[src/rtl/cam_pkg.sv]
`default_nettype none
// +----------------------------------------------------------------------+
// | cam_pkg                                                              |
// | Shared types and widths for the camera capture path.                 |
// | Revision: 1.0                                                        |
// +----------------------------------------------------------------------+
package cam_pkg;

    localparam int PIX_W = 16;
    localparam int X_W   = 10;
    localparam int Y_W   = 9;

    typedef enum logic [1:0] {
        ST_IDLE   = 2'd0,
        ST_VBLANK = 2'd1,
        ST_FRAME  = 2'd2
    } cam_state_t;

    typedef struct packed {
        logic             sof;
        logic [Y_W-1:0]   y;
        logic [X_W-1:0]   x;
        logic [PIX_W-1:0] data;
    } cam_word_t;

endpackage
`default_nettype wire

[src/rtl/cam_pix_fifo.sv]
`default_nettype none
// +----------------------------------------------------------------------+
// | cam_pix_fifo                                                         |
// | Synchronous show-ahead FIFO; writes into a full FIFO are discarded.  |
// | Revision: 1.0                                                        |
// +----------------------------------------------------------------------+
module cam_pix_fifo #(
    parameter int WIDTH = 36,
    parameter int DEPTH = 4
) (
    input  logic             clk,
    input  logic             rst,
    input  logic             i_wr_en,
    input  logic [WIDTH-1:0] i_wr_data,
    input  logic             i_rd_en,
    output logic [WIDTH-1:0] o_rd_data,
    output logic             o_full,
    output logic             o_empty
);

    localparam int c_aw = $clog2(DEPTH);

    logic [WIDTH-1:0] r_mem [DEPTH];
    logic [c_aw:0]    r_wr_ptr;
    logic [c_aw:0]    r_rd_ptr;
    logic             w_do_wr;
    logic             w_do_rd;

    // Extra pointer bit distinguishes full from empty when the indices match.
    assign o_empty = (r_wr_ptr == r_rd_ptr);
    assign o_full  = (r_wr_ptr[c_aw] != r_rd_ptr[c_aw]) &&
                     (r_wr_ptr[c_aw-1:0] == r_rd_ptr[c_aw-1:0]);
    assign w_do_wr = i_wr_en & ~o_full;
    assign w_do_rd = i_rd_en & ~o_empty;
    assign o_rd_data = r_mem[r_rd_ptr[c_aw-1:0]];

    always_ff @(posedge clk) begin
        if (rst) begin
            r_wr_ptr <= '0;
            r_rd_ptr <= '0;
        end else begin
            if (w_do_wr) r_wr_ptr <= r_wr_ptr + 1'b1;
            if (w_do_rd) r_rd_ptr <= r_rd_ptr + 1'b1;
        end
    end

    always_ff @(posedge clk) begin
        if (w_do_wr) r_mem[r_wr_ptr[c_aw-1:0]] <= i_wr_data;
    end

endmodule
`default_nettype wire

[src/rtl/cam_capture.sv]
`default_nettype none
// +----------------------------------------------------------------------+
// | cam_capture                                                          |
// | Oversamples the camera bus, packs byte pairs into tagged RGB565 px.  |
// | Revision: 1.0                                                        |
// +----------------------------------------------------------------------+
module cam_capture
    import cam_pkg::*;
#(
    parameter int H_ACTIVE   = 640,
    parameter int V_ACTIVE   = 480,
    parameter int FIFO_DEPTH = 4,
    parameter int BYTE_SWAP  = 0
) (
    input  logic             clk100,
    input  logic             reset,
    input  logic             cam_pclk,
    input  logic             cam_vsync,
    input  logic             cam_href,
    input  logic [7:0]       cam_data,
    input  logic             enable,
    input  logic             clear,
    output logic [PIX_W-1:0] pix_data,
    output logic [X_W-1:0]   pix_x,
    output logic [Y_W-1:0]   pix_y,
    output logic             pix_sof,
    output logic             pix_valid,
    input  logic             pix_ready,
    output logic             frame_done,
    output logic [7:0]       frame_count,
    output logic             overflow,
    output logic             fmt_err
);

    localparam logic [X_W-1:0] c_h_max = X_W'(H_ACTIVE);
    localparam logic [Y_W-1:0] c_v_max = Y_W'(V_ACTIVE);

    logic [2:0]     r_pclk_sync;
    logic [1:0]     r_vsync_sync;
    logic [1:0]     r_href_sync;
    logic [7:0]     r_data_s1, r_data_s2;
    logic           r_rise;
    logic           r_vsync_smp, r_href_smp, r_href_prev;
    logic [7:0]     r_data_smp;
    cam_state_t     r_state, w_state_nxt;
    logic           w_frame_start, w_frame_end;
    logic           r_phase;
    logic [7:0]     r_byte0;
    logic [X_W-1:0] r_x;
    logic [Y_W-1:0] r_y;
    logic           r_wr_en;
    cam_word_t      r_wr_word;
    logic           r_frame_done;
    logic [7:0]     r_frame_count;
    logic           r_overflow, r_fmt_err;
    logic           w_pclk_rise, w_active, w_in_range, w_form, w_line_end;
    logic           w_fmt_set, w_ovf_set;
    logic [15:0]    w_pixel;
    logic           w_fifo_full, w_fifo_empty, w_rd_en;
    cam_word_t      w_rd_word, w_out;

    assign w_pclk_rise = r_pclk_sync[1] & ~r_pclk_sync[2];

    always_ff @(posedge clk100) begin
        if (reset) begin
            r_pclk_sync  <= '0;
            r_vsync_sync <= '0;
            r_href_sync  <= '0;
            r_data_s1    <= '0;
            r_data_s2    <= '0;
            r_rise       <= 1'b0;
            r_vsync_smp  <= 1'b0;
            r_href_smp   <= 1'b0;
            r_href_prev  <= 1'b0;
            r_data_smp   <= '0;
        end else begin
            r_pclk_sync  <= {r_pclk_sync[1:0], cam_pclk};
            r_vsync_sync <= {r_vsync_sync[0], cam_vsync};
            r_href_sync  <= {r_href_sync[0], cam_href};
            r_data_s1    <= cam_data;
            r_data_s2    <= r_data_s1;
            r_rise       <= w_pclk_rise;
            if (w_pclk_rise) begin
                r_vsync_smp <= r_vsync_sync[1];
                r_href_smp  <= r_href_sync[1];
                r_href_prev <= r_href_smp;
                r_data_smp  <= r_data_s2;
            end
        end
    end

    always_ff @(posedge clk100) begin
        if (reset) r_state <= ST_IDLE;
        else       r_state <= w_state_nxt;
    end

    always_comb begin
        w_state_nxt   = r_state;
        w_frame_start = 1'b0;
        w_frame_end   = 1'b0;
        if (r_rise) begin
            case (r_state)
                ST_IDLE: begin
                    if (r_vsync_smp) w_state_nxt = ST_VBLANK;
                end
                ST_VBLANK: begin
                    if (!r_vsync_smp) begin
                        if (enable) begin
                            w_state_nxt   = ST_FRAME;
                            w_frame_start = 1'b1;
                        end else begin
                            w_state_nxt = ST_IDLE;
                        end
                    end
                end
                ST_FRAME: begin
                    if (r_vsync_smp) begin
                        w_state_nxt = ST_VBLANK;
                        w_frame_end = 1'b1;
                    end
                end
                default: w_state_nxt = ST_IDLE;
            endcase
        end
    end

    assign w_active   = r_rise && (r_state == ST_FRAME) && !r_vsync_smp;
    assign w_in_range = (r_x < c_h_max) && (r_y < c_v_max);
    assign w_form     = w_active && r_href_smp && r_phase;
    assign w_line_end = w_active && !r_href_smp && r_href_prev;
    assign w_pixel    = (BYTE_SWAP != 0) ? {r_data_smp, r_byte0} : {r_byte0, r_data_smp};
    assign w_fmt_set  = (w_form && !w_in_range) || (w_line_end && r_phase);
    assign w_ovf_set  = r_wr_en && w_fifo_full;

    always_ff @(posedge clk100) begin
        if (reset) begin
            r_phase       <= 1'b0;
            r_byte0       <= '0;
            r_x           <= '0;
            r_y           <= '0;
            r_wr_en       <= 1'b0;
            r_wr_word     <= '0;
            r_frame_done  <= 1'b0;
            r_frame_count <= '0;
            r_overflow    <= 1'b0;
            r_fmt_err     <= 1'b0;
        end else begin
            r_wr_en      <= 1'b0;
            r_frame_done <= w_frame_end;
            if (w_frame_end) r_frame_count <= r_frame_count + 1'b1;
            // A set in the same cycle as clear must survive.
            r_fmt_err  <= w_fmt_set | (r_fmt_err & ~clear);
            r_overflow <= w_ovf_set | (r_overflow & ~clear);
            if (w_frame_start) begin
                r_x     <= '0;
                r_y     <= '0;
                r_phase <= 1'b0;
            end else if (w_active && r_href_smp) begin
                if (!r_phase) begin
                    r_byte0 <= r_data_smp;
                    r_phase <= 1'b1;
                end else begin
                    r_phase <= 1'b0;
                    if (w_in_range) begin
                        r_wr_en        <= 1'b1;
                        r_wr_word.sof  <= (r_x == '0) && (r_y == '0);
                        r_wr_word.y    <= r_y;
                        r_wr_word.x    <= r_x;
                        r_wr_word.data <= w_pixel;
                    end
                    // x advances even when the FIFO drops this pixel.
                    if (r_x < c_h_max) r_x <= r_x + 1'b1;
                end
            end else if (w_line_end) begin
                r_x     <= '0;
                r_phase <= 1'b0;
                if (r_y < c_v_max) r_y <= r_y + 1'b1;
            end
        end
    end

    cam_pix_fifo #(
        .WIDTH($bits(cam_word_t)),
        .DEPTH(FIFO_DEPTH)
    ) u_fifo (
        .clk      (clk100),
        .rst      (reset),
        .i_wr_en  (r_wr_en),
        .i_wr_data(r_wr_word),
        .i_rd_en  (w_rd_en),
        .o_rd_data(w_rd_word),
        .o_full   (w_fifo_full),
        .o_empty  (w_fifo_empty)
    );

    assign pix_valid   = ~w_fifo_empty;
    assign w_rd_en     = pix_valid & pix_ready;
    // Unwritten FIFO storage is never exposed on the stream.
    assign w_out       = pix_valid ? w_rd_word : '0;
    assign pix_data    = w_out.data;
    assign pix_x       = w_out.x;
    assign pix_y       = w_out.y;
    assign pix_sof     = w_out.sof;
    assign frame_done  = r_frame_done;
    assign frame_count = r_frame_count;
    assign overflow    = r_overflow;
    assign fmt_err     = r_fmt_err;

endmodule
`default_nettype wire

[config.mk]
export PLATFORM = sky130hd
export DESIGN_NAME = cam_capture
export DESIGN_NICKNAME = d
export VERILOG_FILES = /design/src/rtl/cam_pkg.sv /design/src/rtl/cam_pix_fifo.sv /design/src/rtl/cam_capture.sv
export SDC_FILE = /design/constraint.sdc
export NUM_CORES = 1
export LEC_CHECK = 0
export BUFFER_PORTS_ARGS = -buffer_cell sky130_fd_sc_hd__buf_2
export CAP_MARGIN = 20
export CORE_UTILIZATION = 25
export CTS_CLUSTER_DIAMETER = 120
export CTS_CLUSTER_SIZE = 8
export DETAILED_ROUTE_END_ITERATION = 7
export GPL_ROUTABILITY_DRIVEN = 0
export PLACE_DENSITY = 0.47
export SLEW_MARGIN = 40
export SYNTH_ARGS = -nofsm -noshare
export SYNTH_HDL_FRONTEND = slang
export SYNTH_HIERARCHICAL = 1
export SYNTH_SLANG_ARGS = --single-unit
export TNS_END_PERCENT = 5
[constraint.sdc]
create_clock -name clk100 -period 5.78 [get_ports clk100]
set_clock_uncertainty 0.15 [all_clocks]
set_input_delay 1.445 -clock clk100 [delete_from_list [all_inputs] [get_ports clk100]]
set_output_delay 1.445 -clock clk100 [all_outputs]
set_load 0.1 [all_outputs]
==> summary.txt, run 1 <==
Routing
  – Drt drc: 0
  – Avg WL per Cell: roughly 16 um
  – 1st-pass router iterations: 4
  – WL final: around 22 mm
  – DRT iter0 DRCs: slightly above 300
  – Routed vias: between 6000 and 7000
  – Drt via density: 4.325
  – Number of nets with antenna violations after routing: 0

Setup path
  – CP max FO: 24
  – End of the critical path: pix_data[15]
  – Worst reg2reg setup slack: approximately 2.8 ns
  – R2R depth: 7
  – CP Depth: 6
  – CP max stage cell: xnor2_1
  – Critical path class: reg2out
  – Crit path buffers/inverters: 2
  – Crit path required time: between 4 and 5 ns
  – Worst Setup End Kind: output pin
  – Critical path origin: u_fifo/r_wr_ptr[0]
  – Top Family by Delay on Critical Path: simple AND/OR/NAND/NOR gates
  – Worst R2R Start: u_fifo/r_wr_ptr[0]
  – Critical-path cell list: xnor2_1 -> nand2_1 -> nor2_4 -> buf_8 -> nor2b_1 -> buf_2
  – Critical Path Max Stage Delay: about 0.63 ns
  – Worst EP arrival: about 3 ns
  – Setup crit start kind: flip-flop

Synth
  – Seq/Total Area, Yosys: approximately 66%
  – Cell area after synthesis: slightly above 10000 um^2
  – Synthesis Warnings: 6
  – Yosys reg bits: roughly 270
  – Main flop type after synthesis: edfxtp_1
  – Top-area cell type share of the netlist area: 42.19%
  – Syn nets: 814
  – Synthesized instance count: roughly 790
  – Yosys top cell by area: edfxtp_1
  – Avg Cell Area, Syn: 13.01 um^2
  – Post-synth EDFFs: 144
  – Ys async rst share: 0%
  – Most numerous cell in the Yosys netlist: edfxtp_1
  – Post-synth cell types: 50
  – Area contributors post-synth: edfxtp_1 42%, dfxtp_1 24%, mux4_2 7.9%
  – Post-synth top cells: 144 x edfxtp_1, 121 x dfxtp_1, 116 x nand2_1, 68 x a21oi_1, 63 x nor2b_1

GRT
  – Vias in the first global route: between 5000 and 6000
  – Largest net degree at the start of global routing: 59
  – Initial antenna violation count: 1
  – Total congestion overflow: 0
  – First-pass GRT wire length: between 30 and 40 mm
  – Gr usage total: between 10 and 15%

Power
  – Sw Pwr: ~1500 uW
  – Comb pwr share: around 18%
  – LEAKAGE: 0.004143 uW
  – Clock share of power: around two fifths
  – Power share of the sequential group: approximately 40%
  – Sw Share: 29.81%
  – Worst VDD drop: roughly 0.15 mV
  – Pwr/cell area: 402.6 nW/um^2
  – P_int: 3469 uW

CTS
  – Clock Sinks: 265
  – Clock slew at reported path FFs: ~0.050 ns
  – CTS Buf Count: 39
  – CTS tree: built
  – Clk buf depth: 3
  – Clk_lat worst skew: 0.52 ns
  – CTS resizes: 0
  – CTS Hold Buffers Added: 0
  – Setup bufs post-CTS: 0
  – H-tree levels: 2
  – CTS Root Cell: clkbuf_16

Layout
  – Area Growth Syn to Fin: 19.74%
  – Multi-input logic area: between 3000 and 4000 um^2
  – Share of layout cells above drive strength 1: between 10% and 20%
  – Number of nets in the layout: a little under 900
  – FILL cells: between 4000 and 5000
  – Register area: approximately 6700 um^2
  – Post-route cell area: 12270 um^2

Timing
  – RSZ-0062 raised after global routing: no
  – Hold Fails Final Rpt: 0
  – Fmax: 0.2179 GHz
  – Setup TNS: 0 ns
  – Relative slew margins: 45.94%
  – Slew @ Worst Pin: between 0.8 and 0.9 ns
  – Pins Over Slew Limit: 0
  – Setup Viol. Count Final: 0
  – Final worst path period share: 79.41%
  – Final Critical Period: approximately 4.6 ns

Floorplanning
  – CORE AREA: between 40000 and 50000 um^2
  – Die Wd: a little over 200 um
  – Initial Util: roughly a quarter
  – IO Count: 64
  – Rows: between 70 and 80
  – Die height: between 200 and 250 um
  – Die ar.: around 42000 um^2

Hold path
  – Tightest Hold Check Type: reg2reg

Placed design
  – HPWL after DPL: 13.23 mm
  – Number of port buffers: between 60 and 70
  – Placed instance area: roughly 11000 um^2

Run status
  – Status: completed

Run
  – Max cap viols: 0
through the flow:
step	setup WS (ns)	util, %	power, uW	hold slack, ns	std cells
after global placement	1.575	27.72	2933	0.2699	1341
after detailed placement	1.665	27.77	2944	0.2760	1342
final	1.190	30.61	4942	0.2787	1411
after floorplan	1.569	-	2791	0.2559	788
after CTS	1.117	30.60	5032	0.2836	1410
after global routing	0.8717	30.60	5133	0.2954	1410
cell families (layout without fill, tap and decap cells):
| kind of cell | count (synthesis) | count (layout) | synth area share [%] |
|---|---|---|---|
| AOI/OAI and AO/OA | 105 | 105 | 5.859 |
| xor gates and xnor gates | 17 | 17 | 1.453 |
| adders and majority gates | 10 | 10 | 1.221 |
| buffers and inverters | 57 | 154 | 2.466 |
| DFF | 265 | 265 | 65.82 |
| muxes | 46 | 46 | 8.887 |
| other | 0 | 1 | 0 |
| and+or+nand+nor | 288 | 288 | 14.29 |
cells in the final DEF, fill, tap and decap left out, types with 4 or more instances in the layout:
| cell type | instances |
|---|---|
| nand4_1 | 11 |
| and3_1 | 4 |
| mux4_2 | 36 |
| mux2i_1 | 10 |
| o21ai_0 | 9 |
| nand2_1 | 116 |
| nor4_1 | 7 |
| xor2_1 | 7 |
| edfxtp_1 | 144 |
| clkbuf_16 | 39 |
| dfxtp_1 | 120 |
| buf_4 | 10 |
| buf_2 | 62 |
| or4_1 | 7 |
| xnor2_1 | 10 |
| a31oi_1 | 6 |
| nor2b_1 | 63 |
| o211ai_1 | 6 |
| nor2_1 | 31 |
| nor3b_1 | 4 |
| a21oi_1 | 68 |
| clkbuf_1 | 25 |
| or3_1 | 5 |
| ha_1 | 10 |
| inv_1 | 12 |
| nand3_1 | 18 |
power by group through the flow:
stage          clock network [uW]  registers [uW]  logic [uW]
2_1_floorplan                   0            2030         764
3_3_place_gp                    0            2030         903
3_5_place_dp                    0            2030         913
4_1_cts                      2120            1990         913
5_1_grt                      2200            1990         943
6_report                     2050            2000         892
area by class of cell:
class                   instances  share of cell area [%]
flip-flops and latches        265                   54.98
multi-input cells             466                   26.69
clock buffers                  64                   8.717
well taps                     525                   5.352
repair buffers                 74                   3.354
clock inverters                 4                  0.5199
inverters                      12                  0.3670
diodes                          1                 0.02039
worst min path at each step:
| stage | start | end | slack (ns) | depth (start not counted) |
|---|---|---|---|---|
| finish | r_pclk_sync[2] | r_rise | 0.28 | 1 |
| global route | r_pclk_sync[2] | r_rise | 0.30 | 1 |
| CTS | r_pclk_sync[2] | r_rise | 0.28 | 1 |
| detailed placement | r_pclk_sync[0] | r_pclk_sync[1] | 0.28 | 1 |
| global placement | r_pclk_sync[2] | r_rise | 0.27 | 1 |
| floorplan | r_pclk_sync[2] | r_rise | 0.26 | 1 |
sequential cells by signal, indices dropped and copies added, names as in the netlist, 8 cells and up, named ones only:
register,count
u_fifo/r_mem,144
r_wr_word,36
r_x,10
r_y,9
frame_count,8
r_byte0,8
r_data_s1,8
r_data_s2,8
r_data_smp,8
per-layer routing:
layer | track usage, % | vias up | share of wire, %
met3 | 2.519 | 33 | 5.1
met4 | 3.758 | 0 | 2.1
li1 | - | 3015 | -
met5 | 0 | - | 0
met2 | 16.55 | 119 | 44
met1 | 14.69 | 2935 | 49
No activity file was read; power rests on OpenSTA's default activity.
==> run 2: changes to the inputs <==
--- a/config.mk
+++ b/config.mk
@@ -12,7 +12,7 @@
 export CTS_CLUSTER_SIZE = 8
 export DETAILED_ROUTE_END_ITERATION = 7
 export GPL_ROUTABILITY_DRIVEN = 0
-export PLACE_DENSITY = 0.47
+export PLACE_DENSITY = 0.48
 export SLEW_MARGIN = 40
 export SYNTH_ARGS = -nofsm -noshare
 export SYNTH_HDL_FRONTEND = slang
==> constraint.sdc (replaced) <==
create_clock -name clk100 -period 4.1 [get_ports clk100]
set_clock_uncertainty 0.15 [all_clocks]
set_input_delay 1.025 -clock clk100 [delete_from_list [all_inputs] [get_ports clk100]]
set_output_delay 1.025 -clock clk100 [all_outputs]
set_load 0.1 [all_outputs]
==> summary.txt, run 2 (same netlist as run 1, synthesis figures left out) <==
Layout
  – Commonest non-fill, non-tap cells in the layout: 144 x edfxtp_1, 120 x dfxtp_1, 116 x nand2_1, 68 x a21oi_1, 63 x nor2b_1 (unchanged)
  – Max FFs per register: 144 (unchanged)
  – Share of layout cells above drive strength 1: 18.58% (was 18.31%)
  – Area Growth Syn to Fin: 20.13% (was 19.74%)
  – Commonest non-fill, non-tap cell in the layout: edfxtp_1 (unchanged)
  – Non-filler instance count after layout: 1414 (was 1411)
  – Util after Layout: 30.71% (was 30.61%)
  – Number of nets in the layout: 886 (was 884)
  – FILL cells: 4056 (was 4026)

Routing
  – WL final: 22.46 mm (was 22.02 mm)
  – Drt via density: 4.355 (was 4.325)
  – Avg WL per Cell: 15.89 um (was 15.61 um)
  – DRT iter0 DRCs: 283 (was 306)
  – Drt drc: 0 (unchanged)
  – Number of nets with antenna violations after routing: 0 (unchanged)
  – Routed vias: 6158 (was 6102)
  – 1st-pass router iterations: 4 (unchanged)

Timing
  – Setup Viol. Count Final: 0 (unchanged)
  – Slew @ Worst Pin: 0.7949 ns (was 0.8035 ns)
  – Setup TNS: 0 ns (unchanged)
  – RSZ-0062 raised after global routing: no (unchanged)
  – Hold Fails Final Rpt: 0 (unchanged)
  – Fmax: ~0.26 GHz
  – Relative slew margins: 46.83% (was 45.94%)
  – Final Critical Period: 3.889 ns
  – Pins Over Slew Limit: 0 (unchanged)
  – Final worst path period share: ~95%
  – Final WS setup: 0.2113 ns (was 1.190 ns)

Floorplanning
  – Rows: 73 (unchanged)
  – Die Wd: 204.5 um (unchanged)
  – Die ar.: 41810 um^2 (unchanged)
  – Initial Util: 25.56% (unchanged)
  – IO Count: 64 (unchanged)
  – CORE AREA: 40100 um^2 (unchanged)
  – Die height: 204.5 um (unchanged)

Placed design
  – Placed Cells: 1344 (was 1342)
  – Pre-CTS setup slack: 0.4097 ns (was 1.665 ns)
  – HPWL after DPL: 13.60 mm (was 13.23 mm)
  – Number of port buffers: 63 (unchanged)

GRT
  – Largest net degree at the start of global routing: 60 (was 59)
  – Total congestion overflow: 0 (unchanged)
  – Initial antenna violation count: 1 (unchanged)
  – Vias in the first global route: 5952 (was 5963)
  – First-pass GRT wire length: 35.11 mm (was 34.96 mm)
  – Gr usage total: 10.87% (was 10.75%)

CTS
  – CTS Hold Buffers Added: 0 (unchanged)
  – H-tree levels: 2 (unchanged)
  – Clk_lat worst skew: 0.52 ns (about the same)
  – CTS Buf Count: 39 (unchanged)
  – CTS tree: built (unchanged)
  – Clock slew at reported path FFs: 0.05 ns (about the same)
  – Clock Sinks: 265 (unchanged)
  – Clk buf depth: 3 (unchanged)
  – Setup bufs post-CTS: 0 (unchanged)
  – CTS Root Cell: clkbuf_16 (unchanged)

Power
  – Final total power: 7021 uW (was 4942 uW)
  – Pwr/cell area: 570.2 nW/um^2 (was 402.6 nW/um^2)
  – Worst VDD drop: 0.2131 mV (was 0.1520 mV)
  – LEAKAGE: 0.004159 uW (was 0.004143 uW)

Setup path
  – Crit path buffers/inverters: 2 (unchanged)
  – Worst Setup End Kind: output pin (unchanged)
  – Worst reg2reg endpoint: u_fifo/r_rd_ptr[0]
  – Critical path class: reg2out (unchanged)
  – Crit path required time: 2.92 ns (was 4.18 ns)
  – Worst EP arrival: 2.71 ns (was 3.00 ns)
  – Worst R2R Start: u_fifo/r_wr_ptr[2] (was u_fifo/r_wr_ptr[0])
  – Critical-path cell list: xnor2_2 -> nand2_1 -> nor2_4 -> buf_4 -> nor2b_1 -> buf_2 (was xnor2_1 -> nand2_1 -> nor2_4 -> buf_8 -> nor2b_1 -> buf_2)
  – Setup crit start kind: flip-flop (unchanged)
  – Worst reg2reg setup slack: 1.29 ns (was 2.83 ns)
  – CP max FO: 22 (was 24)
  – CP max stage cell: xnor2_2 (was xnor2_1)
  – R2R depth: 7 (unchanged)
  – Critical Path Max Stage Delay: 0.44 ns (was 0.63 ns)
  – Top Family by Delay on Critical Path: simple AND/OR/NAND/NOR gates (unchanged)

Hold path
  – Hold Path Stages: 2 (was 1)
  – Hold_sp: r_href_sync[1] (was r_pclk_sync[2])
  – Hold EP: r_href_smp (was r_rise)
  – Tightest Hold Check Type: reg2reg (unchanged)

Run status
  – Status: completed (unchanged)

Run
  – Max cap viols: 0 (unchanged)
==> run 2: how the worst max path moves through the flow <==
stage                             startpoint      endpoint  depth (start not counted)
after floorplan           u_fifo/r_rd_ptr[1]  pix_data[10]                          7
after global placement    u_fifo/r_wr_ptr[0]      pix_x[6]                          6
after detailed placement  u_fifo/r_rd_ptr[0]      pix_y[2]                          6
after CTS                 u_fifo/r_wr_ptr[0]      pix_y[2]                          6
after global routing      u_fifo/r_wr_ptr[0]      pix_x[4]                          6
final                     u_fifo/r_rd_ptr[0]      pix_y[2]                          6
==> run 2: per-layer routing <==
metal	vias up	global-route usage (%)	part of all wire, %
met5	-	0	0
met4	0	3.491	2.2
met3	40	2.471	5.8
met2	134	17.05	46
met1	2969	14.77	46
li1	3015	-	-
==> run 2: cell type report <==
class                      count  area [um^2]  area share, %
antenna                        1        2.502        0.02032
clock buffer                  65         1084          8.800
clock inverter                 4        61.31         0.4979
inverter                      12        45.04         0.3658
multi-input combinational    466         3288          26.70
sequential                   265         6748          54.80
tap                          525        656.9          5.335
timing repair buffer          76        427.9          3.475
==> run 2: timing repair <==
action                                  in CTS  in global routing
resized for setup                            2                  0
endpoints found under the setup margin      27                  2
pin swaps                                    0                  1
==> run 2: where the power goes <==
group	switching, uW	total, uW	internal [uW]
Clock	1130	2930	1800
Sequential	32.4	2830	2800
Combinational	941	1260	320
Total	2100	7020	4920
==> run 2: stage by stage <==
stage                     cell area, um^2  hold slack (ns)
final                               12310           0.2785
after global routing                12310           0.2960
after CTS                           12310           0.2834
after detailed placement            11150           0.2769
after global placement              11150           0.2736
after floorplan                     10250           0.2559
==> run 2: tightest hold or removal path, cell delays in order, from the launching register on <==
cell and delay [ns]:
dfxtp_1 0.29, nand2_1 0.05, a21oi_1 0.05
==> run 3: changes to the inputs <==
--- a/config.mk
+++ b/config.mk
@@ -7,12 +7,14 @@
 export LEC_CHECK = 0
 export BUFFER_PORTS_ARGS = -buffer_cell sky130_fd_sc_hd__buf_2
 export CAP_MARGIN = 20
+export CELL_PAD_IN_SITES_DETAIL_PLACEMENT = 2
+export CELL_PAD_IN_SITES_GLOBAL_PLACEMENT = 2
 export CORE_UTILIZATION = 25
 export CTS_CLUSTER_DIAMETER = 120
 export CTS_CLUSTER_SIZE = 8
 export DETAILED_ROUTE_END_ITERATION = 7
 export GPL_ROUTABILITY_DRIVEN = 0
-export PLACE_DENSITY = 0.48
+export PLACE_DENSITY = 0.6
 export SLEW_MARGIN = 40
 export SYNTH_ARGS = -nofsm -noshare
 export SYNTH_HDL_FRONTEND = slang
==> summary.txt, run 3 (same netlist as run 1, synthesis figures left out) <==
Timing
  – Slew @ Worst Pin: 0.7592 ns (was 0.7949 ns)
  – Hold Fails Final Rpt: 0 (unchanged)
  – Fmax: 0.2686 GHz (was 0.2572 GHz)
  – Relative slew margins: 48.92% (was 46.83%)
  – Setup TNS: 0 ns (unchanged)
  – Pins Over Slew Limit: 0 (unchanged)
  – Final Critical Period: 3.723 ns (was 3.889 ns)
  – Final WS setup: 0.3767 ns (was 0.2113 ns)
  – Setup Viol. Count Final: 0 (unchanged)
  – RSZ-0062 raised after global routing: no (unchanged)
  – Final hold slack: 0.2848 ns (was 0.2785 ns)
  – Final worst path period share: 90.81% (was 94.85%)

Power
  – Power share of the sequential group: 40.6% (was 40.3%)
  – Pwr/cell area: 566.8 nW/um^2 (was 570.2 nW/um^2)
  – P_int: 4886 uW (was 4919 uW)
  – Worst VDD drop: 0.2250 mV (was 0.2131 mV)
  – Sw Share: 29.57% (was 29.94%)
  – LEAKAGE: 0.004123 uW (was 0.004159 uW)
  – Clock share of power: 41.4% (was 41.7%)
  – Sw Pwr: 2052 uW (was 2102 uW)
  – Comb pwr share: 18.0% (about the same)

Layout
  – Number of nets in the layout: 884 (was 886)
  – Max FFs per register: 144 (unchanged)
  – Commonest non-fill, non-tap cells in the layout: 144 x edfxtp_1, 120 x dfxtp_1, 116 x nand2_1, 68 x a21oi_1 (was 144 x edfxtp_1, 120 x dfxtp_1, 116 x nand2_1, 68 x a21oi_1, 63 x nor2b_1)
  – Area Growth Syn to Fin: 19.42% (was 20.13%)
  – Non-filler instance count after layout: 1407 (was 1414)
  – Commonest non-fill, non-tap cell in the layout: edfxtp_1 (unchanged)
  – # diodes: 0 (was 1)
  – Share of layout cells above drive strength 1: 18.37% (was 18.58%)
  – Util after Layout: 30.53% (was 30.71%)

GRT
  – Gr usage total: 11.85% (was 10.87%)
  – Total congestion overflow: 0 (unchanged)
  – Largest net degree at the start of global routing: 53 (was 60)
  – Initial antenna violation count: 0 (was 1)
  – First-pass GRT wire length: 38.40 mm (was 35.11 mm)
  – Vias in the first global route: 6706 (was 5952)

Routing
  – WL final: 24.01 mm (was 22.46 mm)
  – Routed vias: 6297 (was 6158)
  – DRT iter0 DRCs: 233 (was 283)
  – Drt drc: 0 (unchanged)
  – Drt via density: 4.475 (was 4.355)
  – Number of nets with antenna violations after routing: 0 (unchanged)
  – 1st-pass router iterations: 4 (unchanged)
  – Avg WL per Cell: 17.06 um (was 15.89 um)

Floorplanning
  – Die ar.: 41810 um^2 (unchanged)
  – Die height: 204.5 um (unchanged)
  – Die Wd: 204.5 um (unchanged)
  – Initial Util: 25.56% (unchanged)
  – IO Count: 64 (unchanged)
  – Rows: 73 (unchanged)
  – CORE AREA: 40100 um^2 (unchanged)

Run
  – Max cap viols: 0 (unchanged)

Setup path
  – Worst EP arrival: 2.55 ns (was 2.71 ns)
  – Worst reg2reg endpoint: u_fifo/r_rd_ptr[0] (unchanged)
  – Top Family by Delay on Critical Path: buffers and inverters (was simple AND/OR/NAND/NOR gates)
  – Crit path buffers/inverters: 2 (unchanged)
  – Worst reg2reg setup slack: 1.47 ns (was 1.29 ns)
  – R2R depth: 8 (was 7)
  – Worst Setup End Kind: output pin (unchanged)
  – Crit path required time: 2.92 ns (about the same)
  – CP Depth: 6 (unchanged)
  – Critical path class: reg2out (unchanged)
  – CP max FO: 38 (was 22)
  – Worst R2R Start: u_fifo/r_rd_ptr[0] (was u_fifo/r_wr_ptr[2])
  – Critical Path Max Stage Delay: 0.43 ns (was 0.44 ns)
  – Critical-path cell list: xnor2_2 -> nand2_1 -> nor2_2 -> buf_4 -> nor2b_1 -> buf_2 (was xnor2_2 -> nand2_1 -> nor2_4 -> buf_4 -> nor2b_1 -> buf_2)
  – End of the critical path: pix_data[0] (was pix_y[2])
  – CP max stage cell: xnor2_2 (unchanged)
  – Critical path origin: u_fifo/r_rd_ptr[0] (unchanged)
  – Setup crit start kind: flip-flop (unchanged)

CTS
  – CTS Root Cell: clkbuf_16 (unchanged)
  – Clock Sinks: 265 (unchanged)
  – CTS tree: built (unchanged)
  – Clock slew at reported path FFs: 0.05 ns (about the same)
  – Clk_lat worst skew: 0.52 ns (about the same)
  – Clk buf depth: 3 (unchanged)
  – CTS Buf Count: 39 (unchanged)
  – H-tree levels: 2 (unchanged)

Hold path
  – Tightest Hold Check Type: reg2reg (unchanged)

Run status
  – Status: completed (unchanged)

Placed design
  – Number of port buffers: 63 (unchanged)
  – Placed Cells: 1342 (was 1344)
  – Pre-CTS setup slack: 0.5746 ns (was 0.4097 ns)
  – HPWL after DPL: 14.62 mm (was 13.60 mm)
==> run 3: worst min path at each step <==
stage                   startpoint            end  cells after the start
finish                r_data_s1[3]   r_data_s2[3]                      1
global route          r_data_s1[4]   r_data_s2[4]                      1
CTS                   r_data_s1[0]   r_data_s2[0]                      1
detailed placement    r_data_s1[3]   r_data_s2[3]                      1
global placement      r_data_s2[7]  r_data_smp[7]                      2
floorplan           r_pclk_sync[2]         r_rise                      1
==> run 3: area by class of cell <==
| cell class | instances | area, um^2 |
|---|---|---|
| timing repair buffer | 74 | 412.9 |
| sequential | 265 | 6748 |
| inverter | 12 | 45.04 |
| clock buffer | 63 | 1076 |
| tap | 525 | 656.9 |
| clock inverter | 2 | 16.27 |
| fill | 4232 | 27860 |
| multi-input combinational | 466 | 3286 |
==> run 3: repair_timing <==
action / CTS / global route
resized for setup: 1 / 1
endpoints found under the setup margin: 2 / 37
setup buffers: 0 / 0
hold buffers: 0 / 0
pin swaps: 0 / 0
==> run 3: per-stage QoR <==
| step | power, uW | cell area (um^2) |
|---|---|---|
| after CTS | 7094 | 12230 |
| final | 6938 | 12240 |
| after detailed placement | 4144 | 11130 |
| after floorplan | 3934 | 10250 |
| after global placement | 4136 | 11130 |
| after global routing | 7228 | 12240 |
==> run 3: layer usage <==
metal | share of wire [%] | wire [um] | global-route usage, % | vias up
met5 | 0 | 0 | 0 | -
met4 | 2.2 | 533 | 4.371 | 0
met3 | 3.6 | 867 | 2.423 | 35
met2 | 47 | 11230 | 19.10 | 98
met1 | 47 | 11380 | 15.62 | 3154
li1 | - | - | - | 3010
==> run 3: power by group through the flow <==
stage | registers [uW] | clock network [uW] | logic (uW)
floorplan | 2860 | 0 | 1080
global placement | 2870 | 0 | 1270
detailed placement | 2870 | 0 | 1280
CTS | 2810 | 3000 | 1280
global route | 2810 | 3090 | 1320
finish | 2820 | 2870 | 1250
